`src/rtl/fpu_pkg.sv`:
```
// rtl/fpu_pkg.sv - widths, constants and rounding helpers shared by the FP32 add back end
package fpu_pkg;

  localparam int EXP_W   = 8;
  localparam int MAN_W   = 23;
  localparam int SUM_W   = MAN_W + 5;
  localparam int NRM_W   = MAN_W + 4;
  localparam int EXPI_W  = EXP_W + 2;
  localparam int BIAS    = 127;
  localparam int EXP_MAX = 255;

  localparam int RES_W        = 1 + EXP_W + MAN_W;
  localparam int RES_MAN_LSB  = 0;
  localparam int RES_EXP_LSB  = MAN_W;
  localparam int RES_SIGN_BIT = EXP_W + MAN_W;

  typedef enum logic [1:0] {
    RND_RNE = 2'b00,
    RND_RTZ = 2'b01,
    RND_RUP = 2'b10,
    RND_RDN = 2'b11
  } rnd_mode_t;

  function automatic logic round_inc(input rnd_mode_t mode, input logic sign,
                                     input logic lsb, input logic g,
                                     input logic r, input logic s);
    logic inc;
    case (mode)
      RND_RNE: inc = g & (r | s | lsb);
      RND_RTZ: inc = 1'b0;
      RND_RUP: inc = ~sign & (g | r | s);
      default: inc = sign & (g | r | s);
    endcase
    return inc;
  endfunction

  // Overflow goes to infinity only when the mode rounds towards it for this sign.
  function automatic logic ovf_to_inf(input rnd_mode_t mode, input logic sign);
    logic inf;
    case (mode)
      RND_RNE: inf = 1'b1;
      RND_RTZ: inf = 1'b0;
      RND_RUP: inf = ~sign;
      default: inf = sign;
    endcase
    return inf;
  endfunction

endpackage

```
`src/rtl/fpu_lzc27.sv`:
```
// rtl/fpu_lzc27.sv - combinational 27-bit leading-zero counter with all-zero flag
module fpu_lzc27 (
  input  logic [26:0] value,
  output logic [4:0]  count,
  output logic        zero
);

  // Scan upward so the highest set bit makes the last assignment.
  always_comb begin
    count = 5'd27;
    for (int i = 0; i < 27; i++) begin
      if (value[i]) count = 5'(26 - i);
    end
  end

  assign zero = ~|value;

endmodule

```
`src/rtl/fpu_normalize_round.sv`:
```
// rtl/fpu_normalize_round.sv - 3-stage normalise/round/pack back end of the FP32 adder
// Optional FPU_NORM_ROUND_MODE_EN adds the rnd_mode input (RNE/RTZ/RUP/RDN); otherwise RNE only.
module fpu_normalize_round
  import fpu_pkg::*;
(
  input  logic             clk,
  input  logic             rst,
`ifdef FPU_NORM_ROUND_MODE_EN
  input  logic [1:0]       rnd_mode,
`endif
  input  logic             in_valid,
  output logic             in_ready,
  input  logic             in_sign,
  input  logic [EXP_W-1:0] in_exp,
  input  logic [SUM_W-1:0] in_sum,
  output logic             out_valid,
  input  logic             out_ready,
  output logic [RES_W-1:0] out_result,
  output logic             out_ovf,
  output logic             out_unf,
  output logic             out_inexact
);

  logic stall;
  assign stall    = out_valid & ~out_ready;
  assign in_ready = ~stall;

  rnd_mode_t in_mode;
`ifdef FPU_NORM_ROUND_MODE_EN
  assign in_mode = rnd_mode_t'(rnd_mode);
`else
  assign in_mode = RND_RNE;
`endif

  // ---------------- S1: carry shift or leading-zero count ----------------
  logic [4:0] lzc_count;
  logic       lzc_zero;
  logic       carry;

  assign carry = in_sum[SUM_W-1];

  fpu_lzc27 u_lzc (
    .value (in_sum[NRM_W-1:0]),
    .count (lzc_count),
    .zero  (lzc_zero)
  );

  logic                     s1_valid;
  logic                     s1_sign;
  logic                     s1_zero;
  rnd_mode_t                s1_mode;
  logic signed [EXPI_W-1:0] s1_exp;
  logic [4:0]               s1_lzc;
  logic [NRM_W-1:0]         s1_mant;

  always_ff @(posedge clk) begin
    if (rst) begin
      s1_valid <= 1'b0;
    end else if (!stall) begin
      s1_valid <= in_valid;
      s1_sign  <= in_sign;
      s1_zero  <= lzc_zero & ~carry;
      s1_mode  <= in_mode;
      if (carry) begin
        // The bit shifted out joins the sticky bit.
        s1_mant <= {in_sum[SUM_W-1:2], in_sum[1] | in_sum[0]};
        s1_exp  <= $signed({2'b00, in_exp}) + 10'sd1;
        s1_lzc  <= 5'd0;
      end else begin
        s1_mant <= in_sum[NRM_W-1:0];
        s1_exp  <= $signed({2'b00, in_exp});
        s1_lzc  <= lzc_count;
      end
    end
  end

  // ---------------- S2: left shift, exponent adjust, flush detect ----------------
  logic [NRM_W-1:0]         s2_mant_d;
  logic signed [EXPI_W-1:0] s2_exp_d;
  logic                     s2_unf_d;

  assign s2_mant_d = s1_mant << s1_lzc;
  assign s2_exp_d  = s1_exp - $signed({{(EXPI_W-5){1'b0}}, s1_lzc});
  assign s2_unf_d  = ~s1_zero & (s2_exp_d[EXPI_W-1] | (s2_exp_d == '0));

  logic                     s2_valid;
  logic                     s2_sign;
  logic                     s2_zero;
  logic                     s2_unf;
  rnd_mode_t                s2_mode;
  logic signed [EXPI_W-1:0] s2_exp;
  logic [NRM_W-1:0]         s2_mant;

  always_ff @(posedge clk) begin
    if (rst) begin
      s2_valid <= 1'b0;
    end else if (!stall) begin
      s2_valid <= s1_valid;
      s2_sign  <= s1_sign;
      s2_zero  <= s1_zero;
      s2_unf   <= s2_unf_d;
      s2_mode  <= s1_mode;
      s2_exp   <= s2_exp_d;
      s2_mant  <= s2_mant_d;
    end
  end

  // ---------------- S3: round, range check, pack ----------------
  logic [MAN_W:0]           s3_sig;
  logic                     s3_g, s3_r, s3_s;
  logic                     s3_inc;
  logic [MAN_W+1:0]         s3_rnd;
  logic signed [EXPI_W-1:0] s3_exp;
  logic                     s3_ovf;

  assign s3_sig = s2_mant[NRM_W-1:3];
  assign s3_g   = s2_mant[2];
  assign s3_r   = s2_mant[1];
  assign s3_s   = s2_mant[0];
  assign s3_inc = round_inc(s2_mode, s2_sign, s3_sig[0], s3_g, s3_r, s3_s);
  assign s3_rnd = {1'b0, s3_sig} + {{(MAN_W+1){1'b0}}, s3_inc};
  // Carry-out of the significand leaves the fraction all zero; bump the exponent.
  assign s3_exp = s2_exp + $signed({{(EXPI_W-1){1'b0}}, s3_rnd[MAN_W+1]});
  assign s3_ovf = ~s2_zero & ~s2_unf & (s3_exp >= EXP_MAX);

  logic [RES_W-1:0] res_d;
  logic             ovf_d, unf_d, inex_d;

  always_comb begin
    res_d  = '0;
    ovf_d  = 1'b0;
    unf_d  = 1'b0;
    inex_d = s3_g | s3_r | s3_s;
    if (s2_zero) begin
      res_d[RES_SIGN_BIT] = (s2_mode == RND_RDN);
      inex_d              = 1'b0;
    end else if (s2_unf) begin
      res_d[RES_SIGN_BIT] = s2_sign;
      unf_d               = 1'b1;
      inex_d              = 1'b1;
    end else if (s3_ovf) begin
      ovf_d  = 1'b1;
      inex_d = 1'b1;
      res_d[RES_SIGN_BIT] = s2_sign;
      if (ovf_to_inf(s2_mode, s2_sign)) begin
        res_d[RES_EXP_LSB +: EXP_W] = '1;
      end else begin
        res_d[RES_EXP_LSB +: EXP_W] = EXP_W'(EXP_MAX - 1);
        res_d[RES_MAN_LSB +: MAN_W] = '1;
      end
    end else begin
      res_d[RES_SIGN_BIT]         = s2_sign;
      res_d[RES_EXP_LSB +: EXP_W] = s3_exp[EXP_W-1:0];
      res_d[RES_MAN_LSB +: MAN_W] = s3_rnd[MAN_W-1:0];
    end
  end

  always_ff @(posedge clk) begin
    if (rst) begin
      out_valid   <= 1'b0;
      out_result  <= '0;
      out_ovf     <= 1'b0;
      out_unf     <= 1'b0;
      out_inexact <= 1'b0;
    end else if (!stall) begin
      out_valid <= s2_valid;
      if (s2_valid) begin
        out_result  <= res_d;
        out_ovf     <= ovf_d;
        out_unf     <= unf_d;
        out_inexact <= inex_d;
      end
    end
  end

endmodule

```
`config.mk`:
```
export PLATFORM = sky130hd
export DESIGN_NAME = fpu_normalize_round
export DESIGN_NICKNAME = d
export VERILOG_FILES = /design/src/rtl/fpu_pkg.sv /design/src/rtl/fpu_lzc27.sv /design/src/rtl/fpu_normalize_round.sv
export SDC_FILE = /design/constraint.sdc
export NUM_CORES = 1
export LEC_CHECK = 0
export CORE_MARGIN = 4
export CORE_UTILIZATION = 60
export DETAILED_ROUTE_END_ITERATION = 8
export PLACE_DENSITY = 0.81
export SLEW_MARGIN = 40
export SYNTH_ARGS = -nofsm -noshare
export SYNTH_HDL_FRONTEND = slang
export SYNTH_HIERARCHICAL = 1
export SYNTH_SLANG_ARGS = --single-unit
```
`constraint.sdc`:
```
create_clock -name clk -period 7.5 [get_ports clk]
set_clock_uncertainty 0.2 [all_clocks]
set_input_delay 1.875 -clock clk [delete_from_list [all_inputs] [get_ports clk]]
set_output_delay 1.875 -clock clk [all_outputs]
set_load 0.02 [all_outputs]
```
# == Word level (Yosys, flattened, before mapping) ==
# Index checks and enable logic that the tools add are counted.
# op_classes
mux,45
n_lt_le_gt_ge,1
n_reduce_logical,10
bitwise_logic,19
shift,1
addsub,4
# ops
op,n
$mux 31,3
$mux 4,16
$reduce_or 27->1,1
$shl 27x5->27,1
$mux 26,1
$add 24x1->25,1
$mux 23,1
$reduce_or 17->1,1
$mux 1,15
$mux 3,4
$add 10x2->10,1
$ge 10x9->1 const B,1
$logic_not 10->1,1
$sub 9x5->10,1
$add 8x1->9 const B,1
$reduce_or 9->1,1
$mux 2,4
$mux 8,1
$not 1->1,7
$and 1x1->1,6
$or 1x1->1,6
$reduce_or 5->1,1
$reduce_and 2->1,2
$reduce_or 3->1,1
2 further kinds,2
# word_totals
register_bits,121
out_inout_bits,37
word_cells,103

# == Logic depth before layout (Yosys ltp) ==
# Gate-level depths: netlist (run 1).
# depth
word_depth,26
depth_mapped,13
ltp_nobuf,12

# == Modules after synthesis ==
# The synthesis (run 1) kept the hierarchy.
# modules_own_cells
mod,seq_area_each_um2,cells_per_inst,area_per_inst_um2,instances
fpu_normalize_round,3253.1,578,6687.7,1
fpu_lzc27,0.0,51,339.1,1

# == Worst setup path after synthesis (run 1) ==
# OpenSTA, ideal clock, no wires.
# synth_path
path_kind,input -> register
start,in out_ready
end,"reg s1_exp[0], enable pin"
required_ns,6.849
cell_stages,3
setup_slack_ns,2.749
arrival_ns,4.100
cell_sequence,nand2b_1 clkbuf_8 and2_1
# synth_between
elab_chain_cells,4
# synth_rtl
element,line_no,source
from (decl),fpu_normalize_round.sv:17,"input logic out_ready,"
$not 1->1,fpu_normalize_round.sv:25,assign stall = out_valid & ~out_ready;
$and 1x1->1,fpu_normalize_round.sv:25,
$not 1->1 (no line),-,
via in_ready,fpu_normalize_round.sv:12,"output logic in_ready,"
$reduce_and 2->1 (no line),-,
to (signal assigned),fpu_normalize_round.sv:67,"s1_exp <= $signed({2'b00, in_exp}) + 10'sd1;"
to (signal assigned),fpu_normalize_round.sv:71,"s1_exp <= $signed({2'b00, in_exp});"
to (decl),fpu_normalize_round.sv:52,logic signed [EXPI_W-1:0] s1_exp;
# The timed path passes the listed nets, and every way through them passes these cells.
# A chain may end at the register's enable or synchronous reset.

# == Final worst setup path (run 1) ==
# layout_path
start,in out_ready
end,out in_ready
# layout_between
elab_chain_cells,3
# layout_rtl
element,line_no
$not 1->1,fpu_normalize_round.sv:25
$and 1x1->1,fpu_normalize_round.sv:25
$not 1->1 (no line),-
to (decl),fpu_normalize_round.sv:12
# No other way between the ends.

==> results of run 1 <==
-- cell type report --
type,instances,area [µm²],area share
Clock buffer,18,429.2,0.05106
Inverter,22,82.58,0.009826
Tap cell,143,178.9,0.02129
Multi-Input combinational cell,458,3478,0.4139
Timing Repair Buffer,83,832.0,0.09900
Clock inverter,14,150.1,0.01787
Sequential cell,121,3253,0.3871
-- worst max-delay path: stages --
cell and delay (ns):
sky130_fd_sc_hd__clkdlybuf4s50_1 0.45, sky130_fd_sc_hd__nand2b_1 0.32, sky130_fd_sc_hd__clkdlybuf4s50_1 0.68
-- worst max path at each step --
stage | end | slack [ns]
2_1_floorplan | s1_exp[0] | 2.75
3_3_place_gp | in_ready | 2.15
3_5_place_dp | in_ready | 2.09
4_1_cts | in_ready | 2.08
5_1_grt | in_ready | 2.02
6_report | in_ready | 2.09
-- routing by layer --
layer,up-vias,GRT usage,share of wire
met5,-,0,0
met4,0,0.1121,0.035
met3,33,0.04974,0.048
met2,174,0.3844,0.49
met1,2425,0.2807,0.43
li1,2538,-,-
-- registers in the layout, indices dropped and copies added (netlist names), 5 cells and up --
| name | flops |
|---|---|
| s1_mant | 27 |
| s2_mant | 27 |
| s2_exp | 10 |
| out_result | 32 |
| s1_lzc | 5 |
| s1_exp | 9 |
-- logic make-up after synthesis --
kind of cell    synth area share
simple gates              0.1640
buf+inv                  0.04238
xor+xnor                 0.04612
compound gates            0.1134
fa+ha+maj                0.01888
flops                     0.4630
mux                       0.1522
-- through the flow --
| stage | worst slack (ns) | instance area (µm²) |
|---|---|---|
| 3_3_place_gp | 2.147 | 7794 |
| 6_report | 2.095 | 8404 |
| 4_1_cts | 2.084 | 8404 |
| 3_5_place_dp | 2.090 | 7825 |
| 2_1_floorplan | 2.749 | 7027 |
| 5_1_grt | 2.022 | 8404 |
-- power breakdown --
group	total [mW]	switching, mW	internal [mW]
Clock	0.789	0.301	0.489
Sequential	0.806	0.0396	0.766
Combinational	0.248	0.127	0.122
-- placed cells by master, fill, tap and decap left out, drive strengths merged, types with 10 or more instances in the layout --
cell type / n
and3: 10
a21oi: 18
mux2i: 15
nand2: 74
nand3: 20
nor2b: 10
mux2: 29
nor2: 41
edfxtp: 83
and2: 14
xor2: 19
clkbuf: 18
o21ai: 40
inv: 22
a211oi: 10
nand4: 12
nor3: 12
clkdlybuf4s50: 77
xnor2: 18
dfxtp: 38
mux4: 24
==> PnR_summary.wiki, run 1 <==
{| class="wikitable"
! Metric !! Value
|-
| DR iter-0 viols || approximately 450
|-
| Total detailed-routing wirelength || between 10000 and 15000 µm
|-
| Number of cells after detailed placement || roughly 830
|-
| CP startpoint kind || input pin
|-
| Run status || finished, final reports clean
|-
| Leakage || about 3.0 nW
|-
| GPL Wtd Cong || 0.9171
|-
| Overall overflow remaining after global route || 0
|-
| Average size of a mapped cell || roughly 11 µm²
|-
| Relative max-transition margin || 0.5088
|-
| Final setup violating endpoints || 0
|-
| Post-Syn Area || between 7000 and 8000 µm²
|-
| CTS max path bufs || 2
|-
| Post-CTS resize count || 0
|-
| Peak ir drop on the vdd network || roughly 0.16 mV
|-
| # Max-Cap Violations || 0
|-
| Sequential share of the synthesized area || 0.4630
|-
| Area delta synth->final || 19.60%
|-
| Hold path start || s1_sign
|-
| Worst Hold Endpoint || s2_sign
|-
| Post-route total power || roughly 1.8 mW
|-
| Latest clock arrival within the worst-skew pair || between 0.4 and 0.5 ns
|-
| Max Transition Viols Final || 0
|-
| PD cells || about 220 nW/µm²
|-
| Top cell types by occurrence after synthesis || sky130_fd_sc_hd__edfxtp_1, sky130_fd_sc_hd__nand2_1, sky130_fd_sc_hd__nor2_1, sky130_fd_sc_hd__dfxtp_1, sky130_fd_sc_hd__o21ai_0
|-
| Number of enable flip-flop cells after synthesis || between 80 and 90
|-
| Global-route wire length before repair || around 24000 µm
|-
| Flip-flop and latch count after synthesis || roughly 120
|-
| End-of-flow core utilization || 0.7360
|-
| Overall die height || 116.2 µm
|-
| Startpoint of the most critical setup path || out_ready
|-
| Level count of the clock H-tree || 4
|-
| Actual slew at the worst max-slew pin || roughly 0.72 ns
|-
| I/O pin count || 78
|-
| Floorplan die width || roughly 120 µm
|-
| Worst Hold Class || reg2reg
|-
| Number of port buffers || 77
|-
| Clock buffers created by TritonCTS || 17
|-
| Worst Setup Path Type || in2out
|-
| Min cycle time layout || about 5.4 ns
|-
| Post-route antenna net violation count || 0
|-
| Cell with the most instances after synthesis || sky130_fd_sc_hd__edfxtp_1
|-
| Clock sink total || 121
|-
| Kind of capture point of the worst setup path || primary output
|-
| Crit-path max FO || 10
|-
| Routed length per placed instance || roughly 17 µm
|-
| Crit path DAT || 3.33 ns
|-
| Filler Cells Inserted || around 760
|-
| Antenna fix cells || 0
|-
| Area share of the largest cell type after synthesis || 0.3547
|-
| Minimum hold slack || approximately 0.23 ns
|-
| Via count of the first global-routing pass || just over 5000
|-
| Aggregate negative setup slack || 0 ns
|-
| Unrepaired setup endpoints after global routing || false
|-
| Biggest area consumer among synthesized cells || sky130_fd_sc_hd__edfxtp_1
|-
| Clock tree from TritonCTS || built
|-
| Number of nets in the final layout || around 750
|-
| Clock Pin Slew Worst Setup and Hold Paths || roughly 0.06 ns
|-
| Async S/R FF share, synth || 0
|-
| Post-detailed-route DRC marker count || 0
|-
| Core Area || 11420 µm²
|-
| Setup slack on the worst flop-to-flop path || between 3 and 4 ns
|-
| Post-layout instance count excluding filler cells || between 800 and 900
|-
| Number of warnings issued by yosys || 6
|-
| Post-CTS setup buffers || 0
|-
| Iteration count of the initial detailed-routing pass || 5
|-
| Crit Reg-Reg Startpoint || s2_mant[2]
|-
| Via count || around 5200
|-
| GR Util All Layers || 0.2290
|-
| Number of buffers inserted for hold repair after clock tree synthesis || 0
|-
| Proportion of layout cells with a drive suffix above 1 || 0.1299
|-
| Gate count of the mapped netlist || roughly 630
|-
| Post-route fraction of the period consumed by the critical path || 0.7207
|-
| Cell variety after synth || 75
|-
| Cells taking the most area after synthesis || sky130_fd_sc_hd__edfxtp_1, sky130_fd_sc_hd__dfxtp_1, sky130_fd_sc_hd__mux4_1, sky130_fd_sc_hd__mux2_2, sky130_fd_sc_hd__nand2_1
|-
| Fmax achieved || 185.0 MHz
|-
| Std cell rows || 39
|-
| Required time worst endpoint || ~5.4 ns
|-
| Main flop type after synthesis || sky130_fd_sc_hd__edfxtp_1
|-
| Number of endpoints with negative hold slack in the final report || 0
|-
| Drt via density || approximately 6.0
|-
| CTS root buffer || sky130_fd_sc_hd__clkbuf_16
|-
| End of the worst register-to-register path || out_result[28]
|-
| Cell count of the worst reg-to-reg path || 12
|-
| Pin count of the biggest net entering global routing || between 40 and 50
|-
| Synthesized net count || 680
|-
| Worst Hold Depth || 0
|-
| Total die area || ~14000 µm²
|-
| Antenna violations before repair || 0
|-
| DP Wirelength || 10410 µm
|-
| Starting utilization of the core area || 0.6154
|}
(Power assumes the default switching activity.)
==> run 2, diff against run 1 <==
CORE_UTILIZATION = 52   (was 60)
PLACE_DENSITY = 0.74   (was 0.81)
clock period = 4.9 ns   (was 7.5 ns; I/O delays follow)
==> PnR_summary.wiki, run 2 (synthesized netlist as in run 1, its figures left out) <==
{| class="wikitable"
! Metric !! Value
|-
| Number of nets in the final layout || 754 (unchanged)
|-
| Fraction of power spent switching nets || 0.2440 (-0.009203)
|-
| Min cycle time layout || between 4 and 5 ns
|-
| Number of buffers inserted for hold repair after clock tree synthesis || 0 (unchanged)
|-
| Max Transition Viols Final || 0 (unchanged)
|-
| Internal power consumption || 2.157 mW (+57%)
|-
| Net Sw Power || 0.6961 mW (+49%)
|-
| Worst Setup Path Type || in2out
|-
| Clock tree from TritonCTS || built
|-
| Clock Pin Slew Worst Setup and Hold Paths || 0.05 ns (about the same)
|-
| Total detailed-routing wirelength || 13960 µm (-4.0%)
|-
| Crit path DAT || 2.68 ns (-0.65 ns)
|-
| Number of endpoints with negative hold slack in the final report || 0 (unchanged)
|-
| Via count || 5082 (-1.7%)
|-
| Required time worst endpoint || 3.47 ns (-1.96 ns)
|-
| Via count of the first global-routing pass || 4952 (-2.6%)
|-
| Part of the power in the clock network || 0.436 (+0.008)
|-
| Final setup violating endpoints || 0 (unchanged)
|-
| GPL Wtd Cong || 0.9209 (+0.41%)
|-
| Starting utilization of the core area || 0.5306 (-0.08477)
|-
| Hold path start || out_result[12]
|-
| Kind of capture point of the worst setup path || primary output
|-
| Area delta synth->final || 20.50%
|-
| Post-CTS resize count || 0 (unchanged)
|-
| GR Util All Layers || 0.1826 (-0.04635)
|-
| I/O pin count || 78 (unchanged)
|-
| Most frequent cells in the layout || sky130_fd_sc_hd__edfxtp_1, sky130_fd_sc_hd__clkdlybuf4s50_1, sky130_fd_sc_hd__nand2_1
|-
| Post-detailed-route DRC marker count || 0 (unchanged)
|-
| Level count of the clock H-tree || 4 (unchanged)
|-
| Proportion of power drawn by combinational gates || 0.132 (-0.003)
|-
| Post-route fraction of the period consumed by the critical path || 0.8377
|-
| Actual slew at the worst max-slew pin || 0.8010 ns (+0.08278 ns)
|-
| Floorplan die width || 124.2 µm (+6.9%)
|-
| Total die area || 15440 µm² (+14%)
|-
| Latest clock arrival within the worst-skew pair || 0.42 ns (about the same)
|-
| CP startpoint kind || input pin
|-
| DP Wirelength || 10390 µm (-0.19%)
|-
| Overall overflow remaining after global route || 0 (unchanged)
|-
| Run status || finished, final reports clean
|-
| Register bank with the most flops || out_result
|-
| Relative max-transition margin || 0.4611 (-0.04773)
|-
| Peak ir drop on the vdd network || 0.2332 mV (+48%)
|-
| Unrepaired setup endpoints after global routing || false
|-
| Antenna violations before repair || 0 (unchanged)
|-
| Clock sink total || 121 (unchanged)
|-
| Grt met2 use || 0.2980 (-0.08641)
|-
| CTS root buffer || sky130_fd_sc_hd__clkbuf_16
|-
| Core Area || 13240 µm² (+16%)
|-
| DR iter-0 viols || 331 (-27%)
|-
| Clock buffers created by TritonCTS || 17 (unchanged)
|-
| Worst Hold Class || reg2reg
|-
| Crit Reg-Reg Startpoint || s2_mant[2]
|-
| Iteration count of the initial detailed-routing pass || 5 (unchanged)
|-
| Number of port buffers || 77 (unchanged)
|-
| Std cell rows || 42 (+7.7%)
|-
| Post-route antenna net violation count || 0 (unchanged)
|-
| Startpoint of the most critical setup path || out_ready
|-
| Proportion of power drawn by flip-flops and latches || 0.432 (-0.005)
|-
| Crit-path max FO || 10 (unchanged)
|-
| Pin count of the biggest net entering global routing || 44 (-2.2%)
|-
| Global route hottest layer || met2
|-
| Drt via density || 5.697 (-5.3%)
|-
| PD cells || 337.0 nW/µm² (+54%)
|-
| Number of flip-flops in the largest register || 32 (unchanged)
|-
| Most common library cell in the layout ignoring fill and taps || sky130_fd_sc_hd__edfxtp_1
|-
| Leakage || 3.037 nW (+0.30%)
|-
| Number of cells after detailed placement || 860 (+4.0%)
|-
| Routed length per placed instance || 15.65 µm (-7.5%)
|-
| Proportion of layout cells with a drive suffix above 1 || 0.1313 (+0.001397)
|-
| Post-layout instance count excluding filler cells || 892 (+3.8%)
|-
| # Max-Cap Violations || 0 (unchanged)
|-
| Overall die height || 124.2 µm (+6.9%)
|-
| CTS max path bufs || 2 (unchanged)
|-
| Fmax achieved || 243.6 MHz
|-
| Antenna fix cells || 0 (unchanged)
|-
| Global-route wire length before repair || 23270 µm (-4.1%)
|-
| Aggregate negative setup slack || 0 ns (unchanged)
|-
| Global-route track usage on met3 || 0.03995 (-0.009792)
|-
| Post-CTS setup buffers || 0 (unchanged)
|-
| Registers with the most flip-flops || out_result (32), s1_mant (27), s2_mant (27)
|-
| Met1 demand-to-capacity share in global routing || 0.2327 (-0.04807)
|}
[run 2: through the flow]
step	hold WS (ns)	utilization	worst slack [ns]	area (µm²)	total power, mW
2_1_floorplan	0.2003	-	0.7994	7027	1.502
3_3_place_gp	0.2028	0.5916	0.8460	7835	1.610
3_5_place_dp	0.2372	0.5940	0.7842	7866	1.626
4_1_cts	0.2473	0.6394	0.7766	8467	2.873
5_1_grt	0.2469	0.6394	0.7303	8467	2.968
6_report	0.2509	0.6394	0.7952	8467	2.853
[run 2: critical path: stages]
cell and delay (ns):
sky130_fd_sc_hd__clkdlybuf4s50_1 0.46, sky130_fd_sc_hd__nand2b_1 0.32, sky130_fd_sc_hd__clkdlybuf4s50_1 0.68
[run 2: power by group through the flow]
stage	Combinational, mW	Clock (mW)	Sequential (mW)
after global placement	0.360	0	1.25
after CTS	0.377	1.26	1.23
after global routing	0.416	1.31	1.24
after floorplan	0.261	0	1.24
final	0.377	1.24	1.23
after detailed placement	0.373	0	1.25
[run 2: layout make-up]
class	instances	area, µm²
clock buffer	17	425.4
multi-input combinational	458	3478
fill	1069	4776
clock inverter	15	175.2
timing repair buffer	83	832.0
inverter	22	82.58
tap	176	220.2
sequential	121	3253
[run 2: final timing paths]
kind                         end  cells past startpoint  slack [ns]
setup / recovery        in_ready                      3        0.80
hold / removal    out_result[12]                      2        0.25
setup reg to reg  out_result[25]                     12        1.24
hold reg to reg   out_result[12]                      2        0.25
[run 2: per-layer routing]
layer | wire length [µm] | part of all wire
met1 | 6240 | 0.45
met3 | 614 | 0.044
met4 | 342 | 0.024
met5 | 0 | 0
met2 | 6763 | 0.48
==> run 3, diff against run 2 <==
clock period = 3.4 ns   (was 4.9 ns; I/O delays follow)
==> PnR_summary.wiki, run 3 (synthesized netlist as in run 1, its figures left out) <==
{| class="wikitable"
! Metric !! Value
|-
| Proportion of power drawn by combinational gates || 0.139 (+0.007)
|-
| Number of nets in the final layout || 765 (+1.5%)
|-
| Cell count of the worst reg-to-reg path || 12 (unchanged)
|-
| Minimum hold slack || 0.2207 ns (-0.03013 ns)
|-
| Antenna violations before repair || 0 (unchanged)
|-
| Iteration count of the initial detailed-routing pass || 5 (unchanged)
|-
| Clock tree from TritonCTS || built
|-
| Part of the power in the clock network || 0.423 (-0.013)
|-
| Post-detailed-route DRC marker count || 0 (unchanged)
|-
| Via count of the first global-routing pass || 5152 (+4.0%)
|-
| PD cells || 472.3 nW/µm² (+40%)
|-
| Cell area after layout || 8573 µm² (+1.3%)
|-
| Post-route antenna net violation count || 0 (unchanged)
|-
| Footprint of the multi-input gates || 3537 µm² (+1.7%)
|-
| Number of buffers inserted for hold repair after clock tree synthesis || 0 (unchanged)
|-
| Routed wl met2 || 7151 µm (+5.7%)
|-
| Crit Reg-Reg Startpoint || s2_mant[2]
|-
| # Max-Cap Violations || 0 (unchanged)
|-
| Most common library cell in the layout ignoring fill and taps || sky130_fd_sc_hd__edfxtp_1
|-
| Aggregate negative setup slack || 0 ns (unchanged)
|-
| Leakage || 3.074 nW (+1.2%)
|-
| Startpoint of the most critical setup path || s2_mant[2]
|-
| Actual slew at the worst max-slew pin || 0.8077 ns (+0.006701 ns)
|-
| Worst Hold Class || reg2reg
|-
| Overall die height || 124.2 µm (unchanged)
|-
| Number of port buffers || 77 (unchanged)
|-
| Total detailed-routing wirelength || 14330 µm (+2.7%)
|-
| Top metal layer carrying routed signals || met4
|-
| Crit path DAT || 3.36 ns (+0.68 ns)
|-
| Drt via density || 5.676 (-0.37%)
|-
| Chain of cells forming the critical path || and2_1, ha_2, nand4_1, nor2_2, and4_4, and3_1, ha_1, and3_2, and2_2, o311ai_2, a21bo_4, a221oi_1
|-
| Proportion of layout cells with a drive suffix above 1 || 0.1446 (+0.01334)
|-
| Met3 wire length || 600 µm (-2.3%)
|-
| Fmax achieved || 306.2 MHz
|-
| Pin count of the biggest net entering global routing || 84 (+91%)
|-
| Peak ir drop on the vdd network || 0.3735 mV (+60%)
|-
| Relative max-transition margin || 0.4566 (-0.004509)
|-
| Registers with the most flip-flops || out_result (32), s1_mant (27), s2_mant (27)
|-
| Area delta synth->final || 22.01%
|-
| Register bank with the most flops || out_result
|-
| CP startpoint kind || register
|-
| Internal power consumption || 3.098 mW (+44%)
|-
| Post-route fraction of the period consumed by the critical path || 0.9604
|-
| Min cycle time layout || 3.265 ns
|-
| Clock Pin Slew Worst Setup and Hold Paths || 0.05 ns (about the same)
|-
| Std cell rows || 42 (unchanged)
|-
| DP Wirelength || 10530 µm (+1.4%)
|-
| Crit-path max FO || 9 (-1)
|-
| GPL Wtd Cong || 0.9038 (-1.9%)
|-
| Clock sink total || 121 (unchanged)
|-
| Starting utilization of the core area || 0.5306 (unchanged)
|-
| Number of flip-flops in the largest register || 32 (unchanged)
|-
| Total die area || 15440 µm² (unchanged)
|-
| Register Area || 3253 µm² (unchanged)
|-
| Number of endpoints with negative hold slack in the final report || 0 (unchanged)
|-
| Floorplan die width || 124.2 µm (unchanged)
|-
| Required time worst endpoint || 3.50 ns (+0.03 ns)
|-
| Final setup violating endpoints || 0 (unchanged)
|-
| Post-route worst setup slack || 0.1346 ns (-0.6606 ns)
|-
| CTS root buffer || sky130_fd_sc_hd__clkbuf_16
|-
| Worst Setup Path Type || reg2reg
|-
| Routed length per placed instance || 15.89 µm (+1.5%)
|-
| Level count of the clock H-tree || 4 (unchanged)
|-
| Max Transition Viols Final || 0 (unchanged)
|-
| Via count || 5120 (+0.75%)
|-
| Filler Cells Inserted || 1028 (-3.8%)
|-
| Setup slack on the worst flop-to-flop path || 0.13 ns (-1.11 ns)
|-
| Detailed-route wire length on metal 1 || 6273 µm (+0.53%)
|-
| Overall overflow remaining after global route || 0 (unchanged)
|-
| Global-route wire length before repair || 24150 µm (+3.8%)
|-
| Latest clock arrival within the worst-skew pair || 0.41 ns (about the same)
|-
| End of the worst register-to-register path || out_result[27]
|-
| Area after detailed placement || 7930 µm² (+0.81%)
|-
| DR iter-0 viols || 252 (-24%)
|-
| GR Util All Layers || 0.1869 (+0.004299)
|-
| Net Sw Power || 0.9516 mW (+37%)
|-
| Proportion of power drawn by flip-flops and latches || 0.438 (+0.006)
|-
| Critical Path Sink || out_result[27]
|-
| Most frequent cells in the layout || sky130_fd_sc_hd__edfxtp_1, sky130_fd_sc_hd__clkdlybuf4s50_1, sky130_fd_sc_hd__nand2_1
|-
| Run status || finished, final reports clean
|-
| Setup WS pre-CTS || 0.06538 ns (-0.7189 ns)
|-
| CTS max path bufs || 2 (unchanged)
|-
| Peak per-stage delay on the critical path || 0.36 ns (-0.32 ns)
|-
| Core Area || 13240 µm² (unchanged)
|-
| Kind of capture point of the worst setup path || register
|-
| I/O pin count || 78 (unchanged)
|-
| Clock buffers created by TritonCTS || 17 (unchanged)
|-
| Crit-path slowest cell || sky130_fd_sc_hd__edfxtp_1
|-
| Fraction of power spent switching nets || 0.2350 (-0.009005)
|-
| Antenna fix cells || 0 (unchanged)
|}
==> run 3: cell count changes in the layout (fill, tap and decap cells not counted), sizes merged <==
| cell | previous run | this run |
|---|---|---|
| buf | 6 | 17 |
| clkbuf | 17 | 19 |
| clkinvlp | 4 | 2 |
| inv | 23 | 21 |
| clkinv | 7 | 8 |
==> run 3: power groups by stage <==
stage / Combinational, mW / Clock, mW / Sequential (mW)
finish: 0.562 / 1.71 / 1.77
global placement: 0.535 / 0 / 1.79
detailed placement: 0.548 / 0 / 1.80
CTS: 0.554 / 1.74 / 1.77
global route: 0.616 / 1.81 / 1.79
floorplan: 0.376 / 0 / 1.79
==> run 3: metrics by stage <==
| stage | utilization | instances | power [mW] |
|---|---|---|---|
| after floorplan | - | 629 | 2.162 |
| after global placement | 0.5988 | 869 | 2.330 |
| after detailed placement | 0.5988 | 869 | 2.348 |
| after CTS | 0.6415 | 900 | 4.068 |
| after global routing | 0.6474 | 902 | 4.216 |
| final | 0.6474 | 902 | 4.050 |
==> run 3: area by class of cell <==
cell class | instances | share of cell area
Inverter | 22 | 0.009632
Sequential cell | 121 | 0.3795
Multi-Input combinational cell | 458 | 0.4126
Clock buffer | 19 | 0.05050
Timing Repair Buffer | 94 | 0.1067
Clock inverter | 12 | 0.01547
Tap cell | 176 | 0.02569
==> run 3: worst min-delay path by stage <==
stage / to / cells past startpoint / start / slack (ns)
floorplan: s2_sign / 0 / s1_sign / 0.20
global placement: s2_sign / 0 / s1_sign / 0.20
detailed placement: s2_sign / 0 / s1_sign / 0.21
CTS: s2_sign / 0 / s1_sign / 0.22
global route: s2_sign / 0 / s1_sign / 0.23
finish: s2_sign / 0 / s1_sign / 0.22
==> run 3: critical path, delay by kind of cell, from the launching register on <==
| kind | cells | cell delay (ns) |
|---|---|---|
| AOI/OAI and AO/OA | 3 | 0.71 |
| adders and majority gates | 2 | 0.45 |
| DFF | 1 | 0.36 |
| and+or+nand+nor | 7 | 1.43 |
==> run 3: repair_timing <==
action                                  CTS  global route
resized for setup                         0            12
setup buffers                             0             2
endpoints found under the setup margin    0            32
==> run 3: layer usage <==
| layer | vias up | track usage |
|---|---|---|
| li1 | 2555 | - |
| met1 | 2406 | 0.2295 |
| met2 | 142 | 0.3168 |
| met3 | 17 | 0.04124 |
| met4 | 0 | 0.08188 |
| met5 | - | 0 |
